## src/rtl/nco_sweep_ctrl.sv

```systemverilog
// Staircase sweep sequencer for the NCO phase increment (single, sawtooth, triangle).
// All outputs registered, one cycle after the triggering input; no backpressure, hold freezes dwell.
module nco_sweep_ctrl #(
  parameter int PHI_W   = 32,
  parameter int DWELL_W = 24
) (
  input  logic               clk,
  input  logic               rst_n,
  input  logic [PHI_W-1:0]   cfg_start_phi_i,
  input  logic [PHI_W-1:0]   cfg_stop_phi_i,
  input  logic [PHI_W-1:0]   cfg_step_phi_i,
  input  logic [DWELL_W-1:0] cfg_dwell_i,
  input  logic [1:0]         cfg_mode_i,
  input  logic               start_i,
  input  logic               abort_i,
  input  logic               hold_i,
  output logic [PHI_W-1:0]   phi_inc_o,
  output logic               step_stb_o,
  output logic               sweep_done_o,
  output logic               cfg_err_o,
  output logic               busy_o
);

  localparam logic [0:0] S_IDLE  = 1'b0;
  localparam logic [0:0] S_DWELL = 1'b1;
  localparam logic [1:0] M_SAW   = 2'd1;
  localparam logic [1:0] M_TRI   = 2'd2;

  logic [0:0]         state_q, state_d;
  logic               dir_up_q, dir_up_d;
  logic [PHI_W-1:0]   phi_q, phi_d;
  logic [DWELL_W-1:0] dwell_cnt_q, dwell_cnt_d;
  logic [PHI_W-1:0]   start_sh_q, start_sh_d;
  logic [PHI_W-1:0]   stop_sh_q, stop_sh_d;
  logic [PHI_W-1:0]   step_sh_q, step_sh_d;
  logic [DWELL_W-1:0] dwell_sh_q, dwell_sh_d;
  logic [1:0]         mode_sh_q, mode_sh_d;
  logic               stb_q, stb_d;
  logic               done_q, done_d;
  logic               err_q, err_d;

  logic [PHI_W:0]     sum_w;
  logic [PHI_W:0]     diff_w;
  logic [PHI_W-1:0]   up_nxt;
  logic [PHI_W-1:0]   dn_nxt;
  logic               cfg_bad;

  // One extra bit on both sides so the clamp sees carry/borrow instead of a wrapped value.
  assign sum_w   = {1'b0, phi_q} + {1'b0, step_sh_q};
  assign diff_w  = {1'b0, phi_q} - {1'b0, step_sh_q};
  assign up_nxt  = (sum_w > {1'b0, stop_sh_q}) ? stop_sh_q : sum_w[PHI_W-1:0];
  assign dn_nxt  = (diff_w[PHI_W] || (diff_w[PHI_W-1:0] < start_sh_q)) ? start_sh_q
                                                                       : diff_w[PHI_W-1:0];
  assign cfg_bad = (cfg_step_phi_i == '0) || (cfg_start_phi_i > cfg_stop_phi_i);

  always_comb begin
    state_d     = state_q;
    dir_up_d    = dir_up_q;
    phi_d       = phi_q;
    dwell_cnt_d = dwell_cnt_q;
    start_sh_d  = start_sh_q;
    stop_sh_d   = stop_sh_q;
    step_sh_d   = step_sh_q;
    dwell_sh_d  = dwell_sh_q;
    mode_sh_d   = mode_sh_q;
    stb_d       = 1'b0;
    done_d      = 1'b0;
    err_d       = 1'b0;

    if (abort_i) begin
      state_d     = S_IDLE;
      phi_d       = '0;
      dir_up_d    = 1'b1;
      dwell_cnt_d = '0;
    end else if (state_q == S_IDLE) begin
      if (start_i) begin
        start_sh_d = cfg_start_phi_i;
        stop_sh_d  = cfg_stop_phi_i;
        step_sh_d  = cfg_step_phi_i;
        dwell_sh_d = cfg_dwell_i;
        mode_sh_d  = cfg_mode_i;
        if (cfg_bad) begin
          err_d = 1'b1;
        end else begin
          phi_d       = cfg_start_phi_i;
          stb_d       = 1'b1;
          dir_up_d    = 1'b1;
          dwell_cnt_d = cfg_dwell_i;
          state_d     = S_DWELL;
        end
      end
    end else if (!hold_i) begin
      if (dwell_cnt_q != '0) begin
        dwell_cnt_d = dwell_cnt_q - DWELL_W'(1);
      end else begin
        dwell_cnt_d = dwell_sh_q;
        stb_d       = 1'b1;
        if (dir_up_q) begin
          if (phi_q != stop_sh_q) begin
            phi_d = up_nxt;
          end else begin
            case (mode_sh_q)
              M_SAW: phi_d = start_sh_q;
              M_TRI: begin
                dir_up_d = 1'b0;
                phi_d    = dn_nxt;
              end
              // single and the reserved encoding end here, leaving stop on the output
              default: begin
                stb_d   = 1'b0;
                done_d  = 1'b1;
                state_d = S_IDLE;
              end
            endcase
          end
        end else if (phi_q != start_sh_q) begin
          phi_d = dn_nxt;
        end else begin
          dir_up_d = 1'b1;
          phi_d    = up_nxt;
        end
      end
    end
  end

  always_ff @(posedge clk or negedge rst_n) begin
    if (!rst_n) begin
      state_q     <= S_IDLE;
      dir_up_q    <= 1'b1;
      phi_q       <= '0;
      dwell_cnt_q <= '0;
      start_sh_q  <= '0;
      stop_sh_q   <= '0;
      step_sh_q   <= '0;
      dwell_sh_q  <= '0;
      mode_sh_q   <= '0;
      stb_q       <= 1'b0;
      done_q      <= 1'b0;
      err_q       <= 1'b0;
    end else begin
      state_q     <= state_d;
      dir_up_q    <= dir_up_d;
      phi_q       <= phi_d;
      dwell_cnt_q <= dwell_cnt_d;
      start_sh_q  <= start_sh_d;
      stop_sh_q   <= stop_sh_d;
      step_sh_q   <= step_sh_d;
      dwell_sh_q  <= dwell_sh_d;
      mode_sh_q   <= mode_sh_d;
      stb_q       <= stb_d;
      done_q      <= done_d;
      err_q       <= err_d;
    end
  end

  assign phi_inc_o    = phi_q;
  assign step_stb_o   = stb_q;
  assign sweep_done_o = done_q;
  assign cfg_err_o    = err_q;
  assign busy_o       = (state_q == S_DWELL);

endmodule

```

## config.mk

```make
export PLATFORM = sky130hd
export DESIGN_NAME = nco_sweep_ctrl
export DESIGN_NICKNAME = d
export VERILOG_FILES = /design/src/rtl/nco_sweep_ctrl.sv
export SDC_FILE = /design/constraint.sdc
export NUM_CORES = 1
export LEC_CHECK = 0
export CAP_MARGIN = 10
export CORE_MARGIN = 10
export CORE_UTILIZATION = 55
export DETAILED_ROUTE_END_ITERATION = 16
export PLACE_DENSITY = 0.78
export SYNTH_ARGS = -nofsm -noshare
export SYNTH_HDL_FRONTEND = slang
export SYNTH_SLANG_ARGS = --single-unit
```

## constraint.sdc

```tcl
create_clock -name clk -period 8.5 [get_ports clk]
set_input_delay 0.85 -clock clk [delete_from_list [all_inputs] [get_ports clk]]
set_output_delay 0.85 -clock clk [all_outputs]
set_load 0.01 [all_outputs]
```

==> run metrics <==
Synth Instances 1914; crit share post-route 0.899; Longest Clk Path Bufs 2; clock buffer count from CTS 17; Avg WL per Cell 23.7 um; CP Capture Type flop; CTS tree yes; Worst setup SP type flop; Worst R2R End phi_inc_o[5]$_DFFE_PN0P_; Num Clock Sinks 183; Detail Placement HPWL 43800 um; worst skew pair latency 0.47 ns; nets 2313; post-CTS sizing 0; worst rel slew slack 0.0863; HP Class flop to flop; Post-CTS Setup Bufs 0; Setup TNS 0 ns; Post-synth ARST share 1.00; Post-synth EDFFs 0; Peak VDD IR 170 uV; Die Wd 189 um; first-pass GRT wire length 87300 um; initial antenna violation count 1; Hold Crit Endpoint dir_up_q$_DFFE_PN1P_; Crit Path Max Fanout 18; die area 35800 um^2; pin count of the biggest net entering global routing 126; Synth Flop Type dfrtp_1; max-cap viol count 0; Seq/Total Area, Yosys 0.291; Hold Fails Final Rpt 0; n_diodes 0; Worst Path Required 8.84 ns; highest clock rate 131 MHz; antenna-violating nets left 0; Core Region 28000 um^2; Worst Reg-to-Reg Cells 23; hold_buf cts 0; drt drc 0; via density per instance 6.26; worst setup path class flop to flop; commonest non-fill, non-tap cell in the layout nand2_1; FF-to-FF Start phi_inc_o[1]$_DFFE_PN0P_; IO Pins 163; Netlist cell types 90; Port Buffers 162; synth warn 0; Starting Density 0.561; # fillers 2485; syn_nets 2205; commonest cells after routing, fill and taps aside 262 x nand2_1, 205 x o21ai_0, 182 x dfrtp_1; RSZ-0062 raised after global routing false; routed vias 15100; final wirelength 57200 um; Min Hold Slack 0.503 ns; # setup viols final 0; Pwr per Cell Area 255 nW/um^2; status finished, final reports clean; Mapped Avg Cell Area 8.22 um^2; Reg clk slew, reported paths 0.09 ns; Worst EP arrival 7.98 ns; Worst Skew 0.0200 ns; vias in the first global route 14600; H-Tree Depth 4; Hold Path Stages 2; Seq cells post-synth 183; max-slew violation count 0; Tightest Pin Transition 1.37 ns; total grt overflow 0; reg2reg setup slack 0.86 ns; CTS root buf clkbuf_16; gp weighted congestion 0.998; Die Ht 189 um; Rows 61; hold wc startpoint dir_up_q$_DFFE_PN1P_; min Tclk post-route 7.64 ns; GRT Total Usage 0.314; layout cell share with drive strength beyond 1 0.0614; Post-Syn Area 15700 um^2; LEAKAGE 8.06 nW; DR iter-0 viols 1910; DRT Pass-1 Iters 8; area delta synth->final 15.3%
## synthesized netlist by cell type (7+ instances only)
master,number,area [um^2]
nand2_1,262,983
o21ai_0,205,1030
dfrtp_1,182,4550
inv_1,178,668
ha_1,162,2030
a21oi_1,117,586
xnor2_1,102,893
nor2_1,82,308
clkbuf_1,48,180
xor2_1,39,342
a21o_1,36,270
nand4_1,32,200
mux2_2,31,349
nand3_1,27,135
and3_1,26,163
nor4_1,26,163
o31ai_1,26,195
buf_2,25,125
mux2i_1,24,240
nor3_1,21,105
nor2b_1,17,106
o21bai_1,16,120
a211oi_1,15,113
o211ai_1,14,105
a221oi_1,13,114
o21ai_1,12,60.1
a31oi_1,11,68.8
o221ai_1,11,96.3
o21a_1,10,75.1
and2_1,7,43.8
## routing by layer
layer  vias to the layer above  global-route usage  part of all wire
met5                         -                   0                 0
met4                         0               0.111             0.034
met3                       100              0.0753              0.11
met2                       813               0.485              0.44
met1                      7226               0.419              0.42
li1                       6963                   -                 -
## power breakdown
part	switching, mW	internal [mW]	total [mW]	leakage (nW)
sequential	0.168	1.02	1.18	2.26
clock	0.428	0.393	0.821	0.281
combinational	1.63	0.992	2.62	5.52
total	2.22	2.40	4.62	8.06
## worst max-delay path by stage
stage / start / to / slack (ns) / depth (start not counted)
3_5_place_dp: phi_inc_o[1]$_DFFE_PN0P_ / phi_inc_o[5]$_DFFE_PN0P_ / 1.24 / 23
5_1_grt: phi_inc_o[4]$_DFFE_PN0P_ / phi_inc_o[5]$_DFFE_PN0P_ / 0.61 / 22
6_report: phi_inc_o[1]$_DFFE_PN0P_ / phi_inc_o[5]$_DFFE_PN0P_ / 0.86 / 23
3_3_place_gp: phi_inc_o[1]$_DFFE_PN0P_ / phi_inc_o[7]$_DFFE_PN0P_ / 1.18 / 23
4_1_cts: phi_inc_o[1]$_DFFE_PN0P_ / phi_inc_o[5]$_DFFE_PN0P_ / 1.18 / 23
2_1_floorplan: phi_inc_o[1]$_DFFE_PN0P_ / phi_inc_o[7]$_DFFE_PN0P_ / 3.51 / 23
## metrics by stage
step                      total power, mW  setup slack [ns]  utilization  cells  area (um^2)
final                                4.62             0.859        0.647   2413        18100
after global routing                 4.91             0.611        0.647   2413        18100
after detailed placement             3.72              1.24        0.626   2381        17500
after global placement               3.71              1.18        0.626   2381        17500
after CTS                            4.55              1.18        0.647   2413        18100
after floorplan                      2.90              3.51            -   1914        15700
## kinds of logic (layout without fill, tap and decap cells)
group | after synthesis | in the layout | share of synthesized area
DFF | 183 | 183 | 0.291
buffers and inverters | 270 | 391 | 0.0710
adders and majority gates | 164 | 164 | 0.131
xor gates and xnor gates | 141 | 141 | 0.0785
AOI/OAI and AO/OA | 556 | 556 | 0.226
muxes | 55 | 55 | 0.0375
and+or+nand+nor | 545 | 545 | 0.165
## area by class of cell
cell class,instances,area (um^2),area share
multi-input cells,1461,10100,0.555
clock buffers,17,425,0.0235
clock inverters,15,163,0.00897
well taps,378,473,0.0261
flip-flops and latches,183,4580,0.253
repair buffers,180,1760,0.0971
inverters,179,672,0.0371
## worst max-delay path, stage by stage, from the launching register on
cell and delay (ns):
dfrtp_1 0.55, inv_1 0.11, fa_1 0.49, o21ba_2 0.23, or4_1 0.54, a21oi_1 0.31, o2111ai_1 0.26, and2_1 0.27
o21ai_0 0.18, a21oi_1 0.10, xor2_1 0.39, ha_1 0.22, nand4_1 0.14, nor4_1 0.50, nand2_1 0.26, o41ai_1 0.69
a41oi_1 0.23, a211oi_4 0.70, buf_4 0.37, buf_4 0.30, mux2i_1 0.23, nor2_1 0.06, a311oi_1 0.24, o31ai_1 0.12
## registers in the layout (all words and copies together), names as in the netlist
name	cells
start_sh_q	32
dwell_sh_q	24
stop_sh_q	32
sweep_done_o	1
phi_inc_o	32
busy_o	1
dir_up_q	1
step_sh_q	32
step_stb_o	1
cfg_err_o	1
mode_sh_q	2
dwell_cnt_q	24
Power figures use the tool's default switching activity.
